$ cat src/rtl/sprite_pkg.sv
// rtl/sprite_pkg.sv - shared FSM states, color table, start positions and frame-tick constants
package sprite_pkg;

   typedef enum logic [1:0] {
      IDLE   = 2'd0,
      UPDATE = 2'd1,
      DONE   = 2'd2
   } state_t;

   localparam logic [9:0] TICK_Y = 10'd481;
   localparam logic [9:0] TICK_X = 10'd0;
   localparam int         IDX_W  = 3;

   localparam logic [2:0] COLOR_BLUE  = 3'b001;
   localparam logic [2:0] COLOR_BLACK = 3'b000;

   // {r,g,b} per sprite index; anything past the named colors renders white
   function automatic logic [2:0] sprite_color(input int idx);
      case (idx)
         0:       return 3'b110;
         1:       return 3'b100;
         2:       return 3'b010;
         3:       return 3'b101;
         default: return 3'b111;
      endcase
   endfunction

   function automatic logic [9:0] init_pos_x(input int idx);
      return 10'(idx * 128);
   endfunction

   function automatic logic [9:0] init_pos_y(input int idx);
      return 10'(idx * 96);
   endfunction

endpackage

$ cat src/rtl/sprite_step.sv
// rtl/sprite_step.sv - one-axis position step with bounce off 0 and the far border
module sprite_step (
   input  logic [9:0] pos,
   input  logic       dir,
   input  logic [9:0] limit,
   input  logic [9:0] size,
   input  logic [9:0] velocity,
   output logic [9:0] pos_nxt,
   output logic       dir_nxt
);

   logic [10:0] far_edge;

   assign far_edge = {1'b0, pos} + {1'b0, velocity} + {1'b0, size} - 11'd1;

   always_comb begin
      pos_nxt = pos;
      dir_nxt = dir;
      if (dir) begin
         if (far_edge > {1'b0, limit}) begin
            pos_nxt = limit - size + 10'd1;
            dir_nxt = 1'b0;
         end else begin
            pos_nxt = pos + velocity;
         end
      end else begin
         if (pos < velocity) begin
            pos_nxt = '0;
            dir_nxt = 1'b1;
         end else begin
            pos_nxt = pos - velocity;
         end
      end
   end

endmodule

$ cat src/rtl/sprite_motion_ctrl.sv
// rtl/sprite_motion_ctrl.sv - per-frame bouncing-square scheduler and fixed-priority renderer
// MOTION_PAUSE_EN adds a pause input that suppresses frame ticks while idle.
module sprite_motion_ctrl
   import sprite_pkg::*;
#(
   parameter int NUM_SPRITES = 4,
   parameter int SQUARE_SIZE = 32,
   parameter int VELOCITY    = 2,
   parameter int X_MAX       = 639,
   parameter int Y_MAX       = 479
) (
   input  logic       clk,
   input  logic       reset,
   input  logic       video_on,
   input  logic [9:0] x,
   input  logic [9:0] y,
`ifdef MOTION_PAUSE_EN
   input  logic       pause,
`endif
   output logic       r,
   output logic       g,
   output logic       b,
   output logic       busy,
   output logic       frame_done
);

   localparam logic [9:0]       SIZE10   = 10'(SQUARE_SIZE);
   localparam logic [10:0]      SIZE11   = 11'(SQUARE_SIZE);
   localparam logic [IDX_W-1:0] LAST_IDX = IDX_W'(NUM_SPRITES - 1);

   state_t                 state_q, state_d;
   logic [IDX_W-1:0]       idx_q, idx_d;
   logic                   cond_q, cond_d;
   logic                   frame_done_q, frame_done_d;
   logic [2:0]             rgb_q, rgb_d;
   logic [9:0]             pos_x_q [NUM_SPRITES];
   logic [9:0]             pos_x_d [NUM_SPRITES];
   logic [9:0]             pos_y_q [NUM_SPRITES];
   logic [9:0]             pos_y_d [NUM_SPRITES];
   logic [NUM_SPRITES-1:0] dir_x_q, dir_x_d;
   logic [NUM_SPRITES-1:0] dir_y_q, dir_y_d;

   logic       tick, start;
   logic [9:0] sel_x, sel_y, nxt_x, nxt_y;
   logic       sel_dx, sel_dy, nxt_dx, nxt_dy;

   always_comb begin
      sel_x  = '0;
      sel_y  = '0;
      sel_dx = 1'b0;
      sel_dy = 1'b0;
      for (int i = 0; i < NUM_SPRITES; i++) begin
         if (idx_q == IDX_W'(i)) begin
            sel_x  = pos_x_q[i];
            sel_y  = pos_y_q[i];
            sel_dx = dir_x_q[i];
            sel_dy = dir_y_q[i];
         end
      end
   end

   sprite_step u_step_x (
      .pos      (sel_x),
      .dir      (sel_dx),
      .limit    (10'(X_MAX)),
      .size     (SIZE10),
      .velocity (10'(VELOCITY)),
      .pos_nxt  (nxt_x),
      .dir_nxt  (nxt_dx)
   );

   sprite_step u_step_y (
      .pos      (sel_y),
      .dir      (sel_dy),
      .limit    (10'(Y_MAX)),
      .size     (SIZE10),
      .velocity (10'(VELOCITY)),
      .pos_nxt  (nxt_y),
      .dir_nxt  (nxt_dy)
   );

   // Edge-detect the blanking marker so a held (481,0) yields one tick per frame
   always_comb begin
      cond_d = (y == TICK_Y) && (x == TICK_X);
      tick   = cond_d & ~cond_q;
`ifdef MOTION_PAUSE_EN
      start  = tick & ~pause;
`else
      start  = tick;
`endif
   end

   always_comb begin
      state_d = state_q;
      idx_d   = idx_q;
      pos_x_d = pos_x_q;
      pos_y_d = pos_y_q;
      dir_x_d = dir_x_q;
      dir_y_d = dir_y_q;
      case (state_q)
         IDLE: begin
            if (start) begin
               state_d = UPDATE;
               idx_d   = '0;
            end
         end
         UPDATE: begin
            for (int i = 0; i < NUM_SPRITES; i++) begin
               if (idx_q == IDX_W'(i)) begin
                  pos_x_d[i] = nxt_x;
                  pos_y_d[i] = nxt_y;
                  dir_x_d[i] = nxt_dx;
                  dir_y_d[i] = nxt_dy;
               end
            end
            if (idx_q == LAST_IDX) state_d = DONE;
            else                   idx_d   = idx_q + 1'b1;
         end
         DONE:    state_d = IDLE;
         default: state_d = IDLE;
      endcase
      frame_done_d = (state_d == DONE);
   end

   // Walk from highest index down so the lowest hitting sprite wins
   always_comb begin
      rgb_d = COLOR_BLUE;
      for (int i = NUM_SPRITES - 1; i >= 0; i--) begin
         if ({1'b0, x} >= {1'b0, pos_x_q[i]} && {1'b0, x} <= {1'b0, pos_x_q[i]} + SIZE11 - 11'd1 &&
             {1'b0, y} >= {1'b0, pos_y_q[i]} && {1'b0, y} <= {1'b0, pos_y_q[i]} + SIZE11 - 11'd1)
            rgb_d = sprite_color(i);
      end
      if (!video_on) rgb_d = COLOR_BLACK;
   end

   always_ff @(posedge clk or posedge reset) begin
      if (reset) begin
         state_q      <= IDLE;
         idx_q        <= '0;
         cond_q       <= 1'b0;
         frame_done_q <= 1'b0;
         rgb_q        <= '0;
         dir_x_q      <= '1;
         dir_y_q      <= '1;
         for (int i = 0; i < NUM_SPRITES; i++) begin
            pos_x_q[i] <= init_pos_x(i);
            pos_y_q[i] <= init_pos_y(i);
         end
      end else begin
         state_q      <= state_d;
         idx_q        <= idx_d;
         cond_q       <= cond_d;
         frame_done_q <= frame_done_d;
         rgb_q        <= rgb_d;
         pos_x_q      <= pos_x_d;
         pos_y_q      <= pos_y_d;
         dir_x_q      <= dir_x_d;
         dir_y_q      <= dir_y_d;
      end
   end

   assign {r, g, b}  = rgb_q;
   assign busy       = (state_q != IDLE);
   assign frame_done = frame_done_q;

endmodule

$ cat config.mk
export PLATFORM = sky130hd
export DESIGN_NAME = sprite_motion_ctrl
export DESIGN_NICKNAME = d
export VERILOG_FILES = /design/src/rtl/sprite_pkg.sv /design/src/rtl/sprite_step.sv /design/src/rtl/sprite_motion_ctrl.sv
export SDC_FILE = /design/constraint.sdc
export NUM_CORES = 1
export LEC_CHECK = 0
export ABC_AREA = 1
export CORE_AREA = 2 2 171 156
export DETAILED_ROUTE_END_ITERATION = 8
export DIE_AREA = 0 0 173 158
export PLACE_DENSITY = 0.86
export SYNTH_ARGS = -nofsm -noshare
export SYNTH_HDL_FRONTEND = slang
export SYNTH_HIERARCHICAL = 1
export SYNTH_SLANG_ARGS = --single-unit
$ cat constraint.sdc
create_clock -name clk -period 7.1 [get_ports clk]
set_input_delay 1.775 -clock clk [delete_from_list [all_inputs] [get_ports clk]]
set_output_delay 1.775 -clock clk [all_outputs]
set_load 0.01 [all_outputs]
==> results of run 1 <==
==> cell families after synthesis <==
| family | Yosys count |
|---|---|
| other | 2 |
| buffers and inverters | 463 |
| adders and majority gates | 331 |
| and+or+nand+nor | 953 |
| xor gates and xnor gates | 108 |
| DFF | 98 |
| AOI/OAI and AO/OA | 339 |
==> report_power, final <==
part	internal (mW)	total, mW	switching (mW)
Sequential	0.815	1.18	0.366
Combinational	2.16	5.95	3.79
Clock	0.280	0.512	0.232
Total	3.26	7.65	4.39
==> layer usage <==
layer	vias to the layer above	part of all wire, %
met5	-	0
met4	0	2.7
met3	87	7.3
met2	554	46
met1	6899	44
li1	7517	-
==> sequential cells by signal, indices dropped and copies added (netlist names) <==
signal	flops
frame_done	1
pos_x_q	40
dir_x_q	4
pos_y_q	40
rgb_q	3
idx_q	3
cond_q	1
dir_y_q	4
state_q	2
==> placed cells by master, fill, tap and decap left out, drive strengths merged, types with 2 or more instances in the layout <==
cell type | synthesis | layout
fa | 26 | 26
clkbuf | 28 | 9
nand3b | 5 | 5
o2111ai | 2 | 2
a211oi | 2 | 2
conb | 2 | 102
a31oi | 4 | 4
and3 | 4 | 4
inv | 413 | 417
nor3 | 27 | 27
a21oi | 114 | 114
clkdlybuf4s50 | 0 | 27
and2 | 2 | 2
dfrtp | 80 | 80
ha | 305 | 305
xnor2 | 21 | 21
nor4 | 8 | 8
dfstp | 18 | 18
buf | 19 | 13
o21a | 8 | 8
xor2 | 87 | 87
o211ai | 37 | 37
o21ai | 152 | 152
nor2 | 147 | 147
clkinv | 3 | 4
o21bai | 8 | 8
nand3 | 128 | 128
nand2 | 585 | 585
nand4 | 45 | 45
a21o | 9 | 9
==> final cells by class <==
type	count	area, sq um	share of cell area, %
clock buffers	9	225	1.34
clock inverters	7	82.6	0.492
inverters	416	1560	9.31
multi-input cells	1833	11600	69.3
flip-flops and latches	98	2470	14.7
well taps	348	435	2.59
repair buffers	40	368	2.19
==> tightest hold or removal path: stages (launching register included) <==
cell and delay [ns]:
dfrtp_1 0.35, nand2_1 0.05, o21ai_0 0.06
==> worst min path at each step <==
stage                  to  slack (ns)
2_1_floorplan  pos_x_q[4]        0.45
3_3_place_gp   pos_y_q[4]        0.47
3_5_place_dp   pos_y_q[4]        0.47
4_1_cts        pos_y_q[4]        0.49
5_1_grt        dir_y_q[2]        0.53
6_report       pos_y_q[4]        0.49
==> through the flow <==
step           instances  power (mW)  worst slack [ns]  utilization (%)  hold WS, ns
3_5_place_dp        2735        6.94              1.09             64.3        0.473
6_report            2751        7.65             0.945             65.5        0.489
5_1_grt             2751        8.56             0.334             65.5        0.534
2_1_floorplan       2394        5.72              2.33                -        0.453
4_1_cts             2751        7.49              1.01             65.5        0.490
3_3_place_gp        2735        6.71              1.26             64.3        0.468
==> report_table.html, run 1 <==
<table>
<tr><th>Metric</th><th>Value</th></tr>
<tr><th colspan="2">Outcome</th></tr>
<tr><td>Status</td><td>finished, final reports clean</td></tr>
<tr><th colspan="2">Drt</th></tr>
<tr><td>Sum of routed wire length over all layers</td><td>roughly 41 mm</td></tr>
<tr><td>Post-DRT Antenna Nets</td><td>0</td></tr>
<tr><td>DRC</td><td>0</td></tr>
<tr><td>Via count</td><td>~15000</td></tr>
<tr><td>Via count normalized by instance count</td><td>5.47</td></tr>
<tr><td>Number of DRC markers after the initial detailed-route iteration</td><td>1312</td></tr>
<tr><td>Wire length per cell after detailed routing</td><td>14.9 um</td></tr>
<tr><td>Number of optimization iterations in the first detailed-route pass</td><td>6</td></tr>
<tr><th colspan="2">Cells and area</th></tr>
<tr><td>Synthesis-to-layout area growth</td><td>7.77%</td></tr>
<tr><td>Filler Cells Inserted</td><td>2311</td></tr>
<tr><td>Final net count</td><td>approximately 2800</td></tr>
<tr><td>Post-Layout Inst Area</td><td>~17000 sq um</td></tr>
<tr><td>Antenna fix cells</td><td>0</td></tr>
<tr><td>Layout cells sized above 1</td><td>4.70%</td></tr>
<tr><th colspan="2">Logic synthesis</th></tr>
<tr><td>Share of the synthesized area in compound gates (AO/OA/AOI/OAI)</td><td>about an eighth</td></tr>
<tr><td>Number of enable-type register cells in the synthesized netlist</td><td>0</td></tr>
<tr><td>Mean post-synth cell area</td><td>6.79 sq um</td></tr>
<tr><td>Synthesis Warnings</td><td>6</td></tr>
<tr><td>Portion of synthesized cell area occupied by the leading cell type</td><td>24.5%</td></tr>
<tr><td>Number of synthesized register bits</td><td>98</td></tr>
<tr><td>Top_reg_cell synth</td><td>dfrtp_1</td></tr>
<tr><td>Leading post-synthesis cells by cell area</td><td>ha_1 24%, nand2_1 14%, dfrtp_1 13%, inv_1 9.4%, xor2_1 4.9%</td></tr>
<tr><td>Post-synthesis cell type with the largest combined area</td><td>ha_1</td></tr>
<tr><td>Sequential fraction of the synthesis area</td><td>roughly 16%</td></tr>
<tr><td>Fraction of registers with async set or reset after synthesis</td><td>100%</td></tr>
<tr><td>Dominant combinational cell family by area after synthesis</td><td>adder cells</td></tr>
<tr><td>Fraction of synthesized area in multiplexers</td><td>0%</td></tr>
<tr><td>Adder and majority gate portion of the synthesized area</td><td>about 28%</td></tr>
<tr><td>Number of distinct library cells after synthesis</td><td>49</td></tr>
<tr><td>Post-synthesis simple-gate area fraction</td><td>26.2%</td></tr>
<tr><td>Cell Area, Synth</td><td>15600 sq um</td></tr>
<tr><td>Ranking of synthesized cells by instance count</td><td>566 x nand2_1, 392 x inv_1, 305 x ha_1</td></tr>
<tr><td>Most frequent cell after synthesis</td><td>nand2_1</td></tr>
<tr><td>Number of standard cells after synthesis</td><td>2294</td></tr>
<tr><td>Synth Area in XOR/XNOR</td><td>slightly above 6%</td></tr>
<tr><th colspan="2">Clock network</th></tr>
<tr><td>Number of buffers inserted during clock tree synthesis</td><td>9</td></tr>
<tr><td>CTS tree</td><td>yes</td></tr>
<tr><td>Latest clock arrival within the worst-skew pair</td><td>0.35 ns</td></tr>
<tr><td>Post-CTS repair timing setup buffer count</td><td>0</td></tr>
<tr><td>Clock tree sinks</td><td>around 100</td></tr>
<tr><td>Clk Tree Root Cell</td><td>clkbuf_16</td></tr>
<tr><td>Total of hold buffers inserted after clock tree synthesis</td><td>0</td></tr>
<tr><td>Clock input transition at the sequential cells of the worst setup and hold paths</td><td>0.07 ns</td></tr>
<tr><td>Clk buf depth</td><td>2</td></tr>
<tr><td>Number of instances resized during post-cts repair</td><td>0</td></tr>
<tr><td># H-tree levels</td><td>3</td></tr>
<tr><th colspan="2">Job</th></tr>
<tr><td># Max-Cap Violations</td><td>0</td></tr>
<tr><th colspan="2">STA</th></tr>
<tr><td>Final count of pins violating max slew</td><td>0</td></tr>
<tr><td>Final-report hold violation count</td><td>0</td></tr>
<tr><td>F_max</td><td>162 MHz</td></tr>
<tr><td>Final total negative setup slack</td><td>0 ns</td></tr>
<tr><td>Number of setup violations in the final report</td><td>0</td></tr>
<tr><td>Setup clock skew after layout</td><td>0.0114 ns</td></tr>
<tr><td>Relative slew margins</td><td>35.2%</td></tr>
<tr><td>RSZ-0062 raised after global routing</td><td>false</td></tr>
<tr><td>Minimum clock period after layout</td><td>about 6.2 ns</td></tr>
<tr><td>Slew @ Worst Pin</td><td>0.971 ns</td></tr>
<tr><td>Share of the cycle needed by the critical path after routing</td><td>just under 90%</td></tr>
<tr><th colspan="2">Placed design</th></tr>
<tr><td>Detailed-placement wirelength estimate</td><td>33.7 mm</td></tr>
<tr><td>I/O Buffers</td><td>27</td></tr>
<tr><td>Weighted congestion at the end of routability-driven global placement</td><td>0.978</td></tr>
<tr><td>Placed cell area</td><td>16500 sq um</td></tr>
<tr><th colspan="2">Die</th></tr>
<tr><td>Die width</td><td>173 um</td></tr>
<tr><td>Row cnt</td><td>56</td></tr>
<tr><td>Area enclosed by the die boundary</td><td>27300 sq um</td></tr>
<tr><td>I/O pin total</td><td>28</td></tr>
<tr><td>Starting Density</td><td>between 60 and 70%</td></tr>
<tr><td>Area of the placeable core</td><td>25600 sq um</td></tr>
<tr><td>Die outline height</td><td>158 um</td></tr>
<tr><th colspan="2">Global routing</th></tr>
<tr><td>Largest net degree at the start of global routing</td><td>81</td></tr>
<tr><td>Leftover overflow at the end of global routing</td><td>0</td></tr>
<tr><td>Antenna violations before repair</td><td>0</td></tr>
<tr><td>Number of global-route vias before repair</td><td>~14000</td></tr>
<tr><td>Total routing usage reported by global routing</td><td>between 30% and 40%</td></tr>
<tr><td>Most crowded layer after global routing</td><td>met2</td></tr>
<tr><td>Met1 Use GR</td><td>between 40% and 50%</td></tr>
<tr><td>Met2 usage in global routing</td><td>52.8%</td></tr>
<tr><td>First-pass GRT wire length</td><td>approximately 68 mm</td></tr>
<tr><td>Grt met3 use</td><td>2.79%</td></tr>
<tr><th colspan="2">Setup path</th></tr>
<tr><td>Type of destination of the critical path</td><td>flop</td></tr>
<tr><td>Origin of the critical flop-to-flop path</td><td>idx_q[0]</td></tr>
<tr><td>Critical path's most frequent cell</td><td>nand2_1</td></tr>
<tr><td>Depth of the critical timing path with buffers and inverters included</td><td>32</td></tr>
<tr><td>Required time of the worst setup path</td><td>7.30 ns</td></tr>
<tr><td>Gate family responsible for the most delay along the worst path</td><td>simple AND/OR/NAND/NOR gates</td></tr>
<tr><td>Worst setup path category</td><td>reg -&gt; reg</td></tr>
<tr><td>Worst-case reg-to-reg path depth</td><td>32</td></tr>
<tr><td>Launch point of the critical path</td><td>idx_q[0]</td></tr>
<tr><td>Peak fanout along the critical path</td><td>11</td></tr>
<tr><td>Flop-to-flop setup slack</td><td>0.95 ns</td></tr>
<tr><td>Critical R2R Capture</td><td>pos_x_q[17]</td></tr>
<tr><td>Worst Setup Start Kind</td><td>flop</td></tr>
<tr><td>Worst path arrival time</td><td>6.36 ns</td></tr>
<tr><td>Critical path capture point</td><td>pos_x_q[17]</td></tr>
<tr><td>Critical-path cell with the highest stage delay</td><td>nor2_1</td></tr>
<tr><td>Worst path buffer plus inverter count</td><td>5</td></tr>
<tr><td>Slowest stage delay, CP</td><td>approximately 0.53 ns</td></tr>
<tr><th colspan="2">Min path</th></tr>
<tr><td>Worst hold start</td><td>pos_y_q[4]</td></tr>
<tr><td>HP Class</td><td>reg -&gt; reg</td></tr>
<tr><td>Worst hold path stage count</td><td>2</td></tr>
<tr><th colspan="2">Power and ir drop</th></tr>
<tr><td>PwrDens</td><td>455 nW/um^2</td></tr>
<tr><td>Worst IR Drop VDD</td><td>0.443 mV</td></tr>
<tr><td>Leakage power</td><td>9.36 nW</td></tr>
</table>
(Power assumes the default switching activity.)
==> inputs of run 2 (changes only) <==
--- a/config.mk
+++ b/config.mk
@@ -5,11 +5,11 @@
 export SDC_FILE = /design/constraint.sdc
 export NUM_CORES = 1
 export LEC_CHECK = 0
-export ABC_AREA = 1
-export CORE_AREA = 2 2 171 156
+export ABC_AREA = 0
+export CORE_AREA = 2 2 163 149
 export DETAILED_ROUTE_END_ITERATION = 8
-export DIE_AREA = 0 0 173 158
-export PLACE_DENSITY = 0.86
+export DIE_AREA = 0 0 165 151
+export PLACE_DENSITY = 0.87
 export SYNTH_ARGS = -nofsm -noshare
 export SYNTH_HDL_FRONTEND = slang
 export SYNTH_HIERARCHICAL = 1
==> run 2 against run 1 <==
Against the previous run:
- hold slack lost 0.025 ns
- critical path type unchanged
- sequential cell count unchanged
- synthesized cell count fell by 23%
- via count down 14%
- critical endpoint is now pos_x_q[9]
- global-route usage shrank 0.23 points
- highest routed layer unchanged
- final area shrank 7.7%
==> report_table.html, run 2 <==
<table>
<tr><th>Metric</th><th>Value</th></tr>
<tr><th colspan="2">Placed design</th></tr>
<tr><td>Weighted congestion at the end of routability-driven global placement</td><td>0.917 (-6.2%)</td></tr>
<tr><td>I/O Buffers</td><td>27 (unchanged)</td></tr>
<tr><td>Post-Place Cells</td><td>2172 (-21%)</td></tr>
<tr><td>Detailed-placement wirelength estimate</td><td>29.3 mm (-13%)</td></tr>
<tr><td>Pre-CTS setup slack</td><td>0.581 ns (-0.507 ns)</td></tr>
<tr><td>Placed cell area</td><td>15200 sq um (-7.8%)</td></tr>
<tr><th colspan="2">Power and ir drop</th></tr>
<tr><td>PwrDens</td><td>112 nW/um^2 (-75%)</td></tr>
<tr><td>Leakage power</td><td>7.84 nW (-16%)</td></tr>
<tr><td>Proportion of power drawn by combinational gates</td><td>38.4% (-40 points)</td></tr>
<tr><td>Post-layout total power</td><td>1.74 mW (-77%)</td></tr>
<tr><td>Worst IR Drop VDD</td><td>0.112 mV (-75%)</td></tr>
<tr><td>Cell-internal power</td><td>1.13 mW (-65%)</td></tr>
<tr><td>Power share of the clock group</td><td>29.5% (+23 points)</td></tr>
<tr><td>Sequential Power Share</td><td>32.1% (+17 points)</td></tr>
<tr><td>Fraction of power spent switching nets</td><td>35.3% (-22 points)</td></tr>
<tr><td>Power spent charging and discharging nets</td><td>0.615 mW (-86%)</td></tr>
<tr><th colspan="2">Global routing</th></tr>
<tr><td>Leftover overflow at the end of global routing</td><td>0 (unchanged)</td></tr>
<tr><td>First-pass GRT wire length</td><td>60.4 mm (-11%)</td></tr>
<tr><td>Total routing usage reported by global routing</td><td>30.1% (-0.23 points)</td></tr>
<tr><td>Number of global-route vias before repair</td><td>12700 (-11%)</td></tr>
<tr><td>Largest net degree at the start of global routing</td><td>57 (-30%)</td></tr>
<tr><td>Antenna violations before repair</td><td>0 (unchanged)</td></tr>
<tr><th colspan="2">Clock network</th></tr>
<tr><td>Number of instances resized during post-cts repair</td><td>0 (unchanged)</td></tr>
<tr><td>Latest clock arrival within the worst-skew pair</td><td>0.36 ns (about the same)</td></tr>
<tr><td>Number of buffers inserted during clock tree synthesis</td><td>9 (unchanged)</td></tr>
<tr><td>Clk Tree Root Cell</td><td>clkbuf_16</td></tr>
<tr><td>Total of hold buffers inserted after clock tree synthesis</td><td>0 (unchanged)</td></tr>
<tr><td># H-tree levels</td><td>3 (unchanged)</td></tr>
<tr><td>Clock tree sinks</td><td>98 (unchanged)</td></tr>
<tr><td>Clk buf depth</td><td>2 (unchanged)</td></tr>
<tr><td>Post-CTS repair timing setup buffer count</td><td>0 (unchanged)</td></tr>
<tr><td>Clock input transition at the sequential cells of the worst setup and hold paths</td><td>0.07 ns (about the same)</td></tr>
<tr><td>CTS tree</td><td>yes</td></tr>
<tr><th colspan="2">Drt</th></tr>
<tr><td>Post-DRT Antenna Nets</td><td>0 (unchanged)</td></tr>
<tr><td>Sum of routed wire length over all layers</td><td>36.3 mm (-12%)</td></tr>
<tr><td>Via count</td><td>13000 (-14%)</td></tr>
<tr><td>Number of DRC markers after the initial detailed-route iteration</td><td>1057 (-19%)</td></tr>
<tr><td>Via count normalized by instance count</td><td>5.93 (+8.3%)</td></tr>
<tr><td>Wire length per cell after detailed routing</td><td>16.6 um (+11%)</td></tr>
<tr><td>Number of optimization iterations in the first detailed-route pass</td><td>6 (unchanged)</td></tr>
<tr><td>DRC</td><td>0 (unchanged)</td></tr>
<tr><th colspan="2">Logic synthesis</th></tr>
<tr><td>Dominant combinational cell family by area after synthesis</td><td>adder cells</td></tr>
<tr><td>Leading post-synthesis cells by cell area</td><td>ha_1 27%, dfrtp_1 14%, inv_1 6.4%, xnor2_1 6.3%, o21ai_0 6.0%</td></tr>
<tr><td>Fraction of synthesized area in multiplexers</td><td>1.67% (+1.7 points)</td></tr>
<tr><td>Fraction of registers with async set or reset after synthesis</td><td>100% (unchanged)</td></tr>
<tr><td>Number of synthesized register bits</td><td>98 (unchanged)</td></tr>
<tr><td>Adder and majority gate portion of the synthesized area</td><td>30.4% (+2.6 points)</td></tr>
<tr><td>Portion of synthesized cell area occupied by the leading cell type</td><td>26.8% (+2.3 points)</td></tr>
<tr><td>Ranking of synthesized cells by instance count</td><td>305 x ha_1, 244 x inv_1, 199 x nand2_1</td></tr>
<tr><td>Sequential fraction of the synthesis area</td><td>17.4% (+1.5 points)</td></tr>
<tr><td>Cell Area, Synth</td><td>14300 sq um (-8.5%)</td></tr>
<tr><td>Number of enable-type register cells in the synthesized netlist</td><td>0 (unchanged)</td></tr>
<tr><td>Post-synthesis cell type with the largest combined area</td><td>ha_1</td></tr>
<tr><td>Number of distinct library cells after synthesis</td><td>84 (+71%)</td></tr>
<tr><td>Share of the synthesized area in compound gates (AO/OA/AOI/OAI)</td><td>20.4% (+8.2 points)</td></tr>
<tr><td>Top_reg_cell synth</td><td>dfrtp_1</td></tr>
<tr><td>Number of standard cells after synthesis</td><td>1776 (-23%)</td></tr>
<tr><td>Most frequent cell after synthesis</td><td>ha_1</td></tr>
<tr><td>Synth Area in XOR/XNOR</td><td>7.12% (+1.1 points)</td></tr>
<tr><td>Synthesis Warnings</td><td>6 (unchanged)</td></tr>
<tr><td>Post-synthesis simple-gate area fraction</td><td>15.2% (-11 points)</td></tr>
<tr><td>Mean post-synth cell area</td><td>8.03 sq um (+18%)</td></tr>
<tr><th colspan="2">STA</th></tr>
<tr><td>Final-report hold violation count</td><td>0 (unchanged)</td></tr>
<tr><td>Number of setup violations in the final report</td><td>0 (unchanged)</td></tr>
<tr><td>Final total negative setup slack</td><td>0 ns (unchanged)</td></tr>
<tr><td>Relative slew margins</td><td>33.5% (-1.7 points)</td></tr>
<tr><td>Smallest setup slack after layout</td><td>0.489 ns (-0.456 ns)</td></tr>
<tr><td>Worst hold slack</td><td>0.464 ns (-0.0250 ns)</td></tr>
<tr><td>Final count of pins violating max slew</td><td>0 (unchanged)</td></tr>
<tr><td>F_max</td><td>151 MHz (-6.9%)</td></tr>
<tr><td>RSZ-0062 raised after global routing</td><td>false</td></tr>
<tr><td>Slew @ Worst Pin</td><td>0.991 ns (+0.0195 ns)</td></tr>
<tr><td>Minimum clock period after layout</td><td>6.61 ns (+0.456 ns)</td></tr>
<tr><td>Share of the cycle needed by the critical path after routing</td><td>93.1% (+6.4 points)</td></tr>
<tr><td>Setup clock skew after layout</td><td>0.00765 ns (-0.00373 ns)</td></tr>
<tr><th colspan="2">Die</th></tr>
<tr><td>Area of the placeable core</td><td>23100 sq um (-9.8%)</td></tr>
<tr><td>Die outline height</td><td>151 um (-4.4%)</td></tr>
<tr><td>Row cnt</td><td>53 (-5.4%)</td></tr>
<tr><td>Starting Density</td><td>61.6% (+0.86 points)</td></tr>
<tr><td>I/O pin total</td><td>28 (unchanged)</td></tr>
<tr><td>Die width</td><td>165 um (-4.6%)</td></tr>
<tr><td>Area enclosed by the die boundary</td><td>24900 sq um (-8.8%)</td></tr>
<tr><th colspan="2">Cells and area</th></tr>
<tr><td>Share of the core filled with cells</td><td>67.0% (+1.5 points)</td></tr>
<tr><td>Sequential cell area in the final layout</td><td>2470 sq um (unchanged)</td></tr>
<tr><td>Final net count</td><td>2235 (-19%)</td></tr>
<tr><td>Filler Cells Inserted</td><td>1821 (-21%)</td></tr>
<tr><td>Largest registers</td><td>pos_x_q x40, pos_y_q x40</td></tr>
<tr><td>Synthesis-to-layout area growth</td><td>8.67%</td></tr>
<tr><td>Non-filler instance count after layout</td><td>2188 (-20%)</td></tr>
<tr><td>Area of the multi-input gates</td><td>11100 sq um (-5.0%)</td></tr>
<tr><td>Most frequent standard cell in the layout excluding fill and tap cells</td><td>ha_1</td></tr>
<tr><td>Post-Layout Inst Area</td><td>15500 sq um (-7.7%)</td></tr>
<tr><td>Layout cells sized above 1</td><td>4.03% (-0.67 points)</td></tr>
<tr><td>Antenna fix cells</td><td>0 (unchanged)</td></tr>
<tr><td>Top library cells by usage in the layout, fill and taps aside</td><td>305 x ha_1, 243 x inv_1, 199 x nand2_1, 169 x o21ai_0, 103 x conb_1</td></tr>
<tr><th colspan="2">Job</th></tr>
<tr><td># Max-Cap Violations</td><td>0 (unchanged)</td></tr>
<tr><th colspan="2">Setup path</th></tr>
<tr><td>Worst setup path category</td><td>reg -&gt; reg</td></tr>
<tr><td>Slowest stage delay, CP</td><td>0.56 ns (+0.03 ns)</td></tr>
<tr><td>Worst Setup Start Kind</td><td>flop</td></tr>
<tr><td>Worst path buffer plus inverter count</td><td>5 (unchanged)</td></tr>
<tr><td>Type of destination of the critical path</td><td>flop</td></tr>
<tr><td>Gate family responsible for the most delay along the worst path</td><td>compound AO/OA/AOI/OAI gates</td></tr>
<tr><td>Worst path arrival time</td><td>6.82 ns (+0.46 ns)</td></tr>
<tr><td>Required time of the worst setup path</td><td>7.31 ns (about the same)</td></tr>
<tr><td>Critical-path cell with the highest stage delay</td><td>or4_1</td></tr>
<tr><td>Peak fanout along the critical path</td><td>21 (+10)</td></tr>
<tr><th colspan="2">Outcome</th></tr>
<tr><td>Status</td><td>finished, final reports clean</td></tr>
<tr><th colspan="2">Min path</th></tr>
<tr><td>HP Class</td><td>reg -&gt; reg</td></tr>
</table>
==> run 2: power by group through the flow <==
stage | logic [mW] | clock network [mW] | registers, mW
6_report | 0.669 | 0.513 | 0.559
3_5_place_dp | 0.637 | 0 | 0.569
5_1_grt | 0.761 | 0.536 | 0.559
2_1_floorplan | 0.511 | 0 | 0.569
3_3_place_gp | 0.609 | 0 | 0.569
4_1_cts | 0.640 | 0.512 | 0.559
==> run 2: routing by layer <==
metal	global-route usage [%]	wire length, um	vias up
met5	0	0	-
met4	11.4	1230	0
met3	2.88	2200	82
met2	51.6	17500	477
met1	39.4	15400	6090
li1	-	-	6321
==> run 2: final timing paths <==
kind | start | endpoint | slack [ns] | depth (start not counted)
max in group asynchronous | reset | pos_y_q[4] | 4.14 | 3
setup / recovery | idx_q[0] | pos_x_q[9] | 0.49 | 31
hold / removal | dir_y_q[3] | dir_y_q[3] | 0.46 | 2
min in group asynchronous | reset | pos_x_q[22] | 1.83 | 2
hold reg to reg | dir_y_q[3] | dir_y_q[3] | 0.46 | 2
setup reg to reg | idx_q[0] | pos_x_q[9] | 0.49 | 31
==> run 2: cell type report <==
type	instances	area share, %
clock inverter	6	0.484
multi-input combinational	1489	71.4
clock buffer	10	1.48
inverter	245	5.95
sequential	98	16.0
timing repair buffer	38	2.28
tap	302	2.44
==> run 2: cells by family after synthesis <==
| kind of cell | Yosys count |
|---|---|
| compound gates | 458 |
| xor+xnor | 116 |
| fa+ha+maj | 331 |
| buf+inv | 290 |
| flops | 98 |
| mux | 23 |
| other cells | 2 |
| simple gates | 458 |
==> run 2: worst register-to-register path: cells and delay by family, from the launching register on <==
kind            cells  cell delay (ns)
flops               1             0.42
compound gates     12             2.08
buf+inv             5             0.71
simple gates        8             1.48
fa+ha+maj           5             1.61
xor+xnor            1             0.16
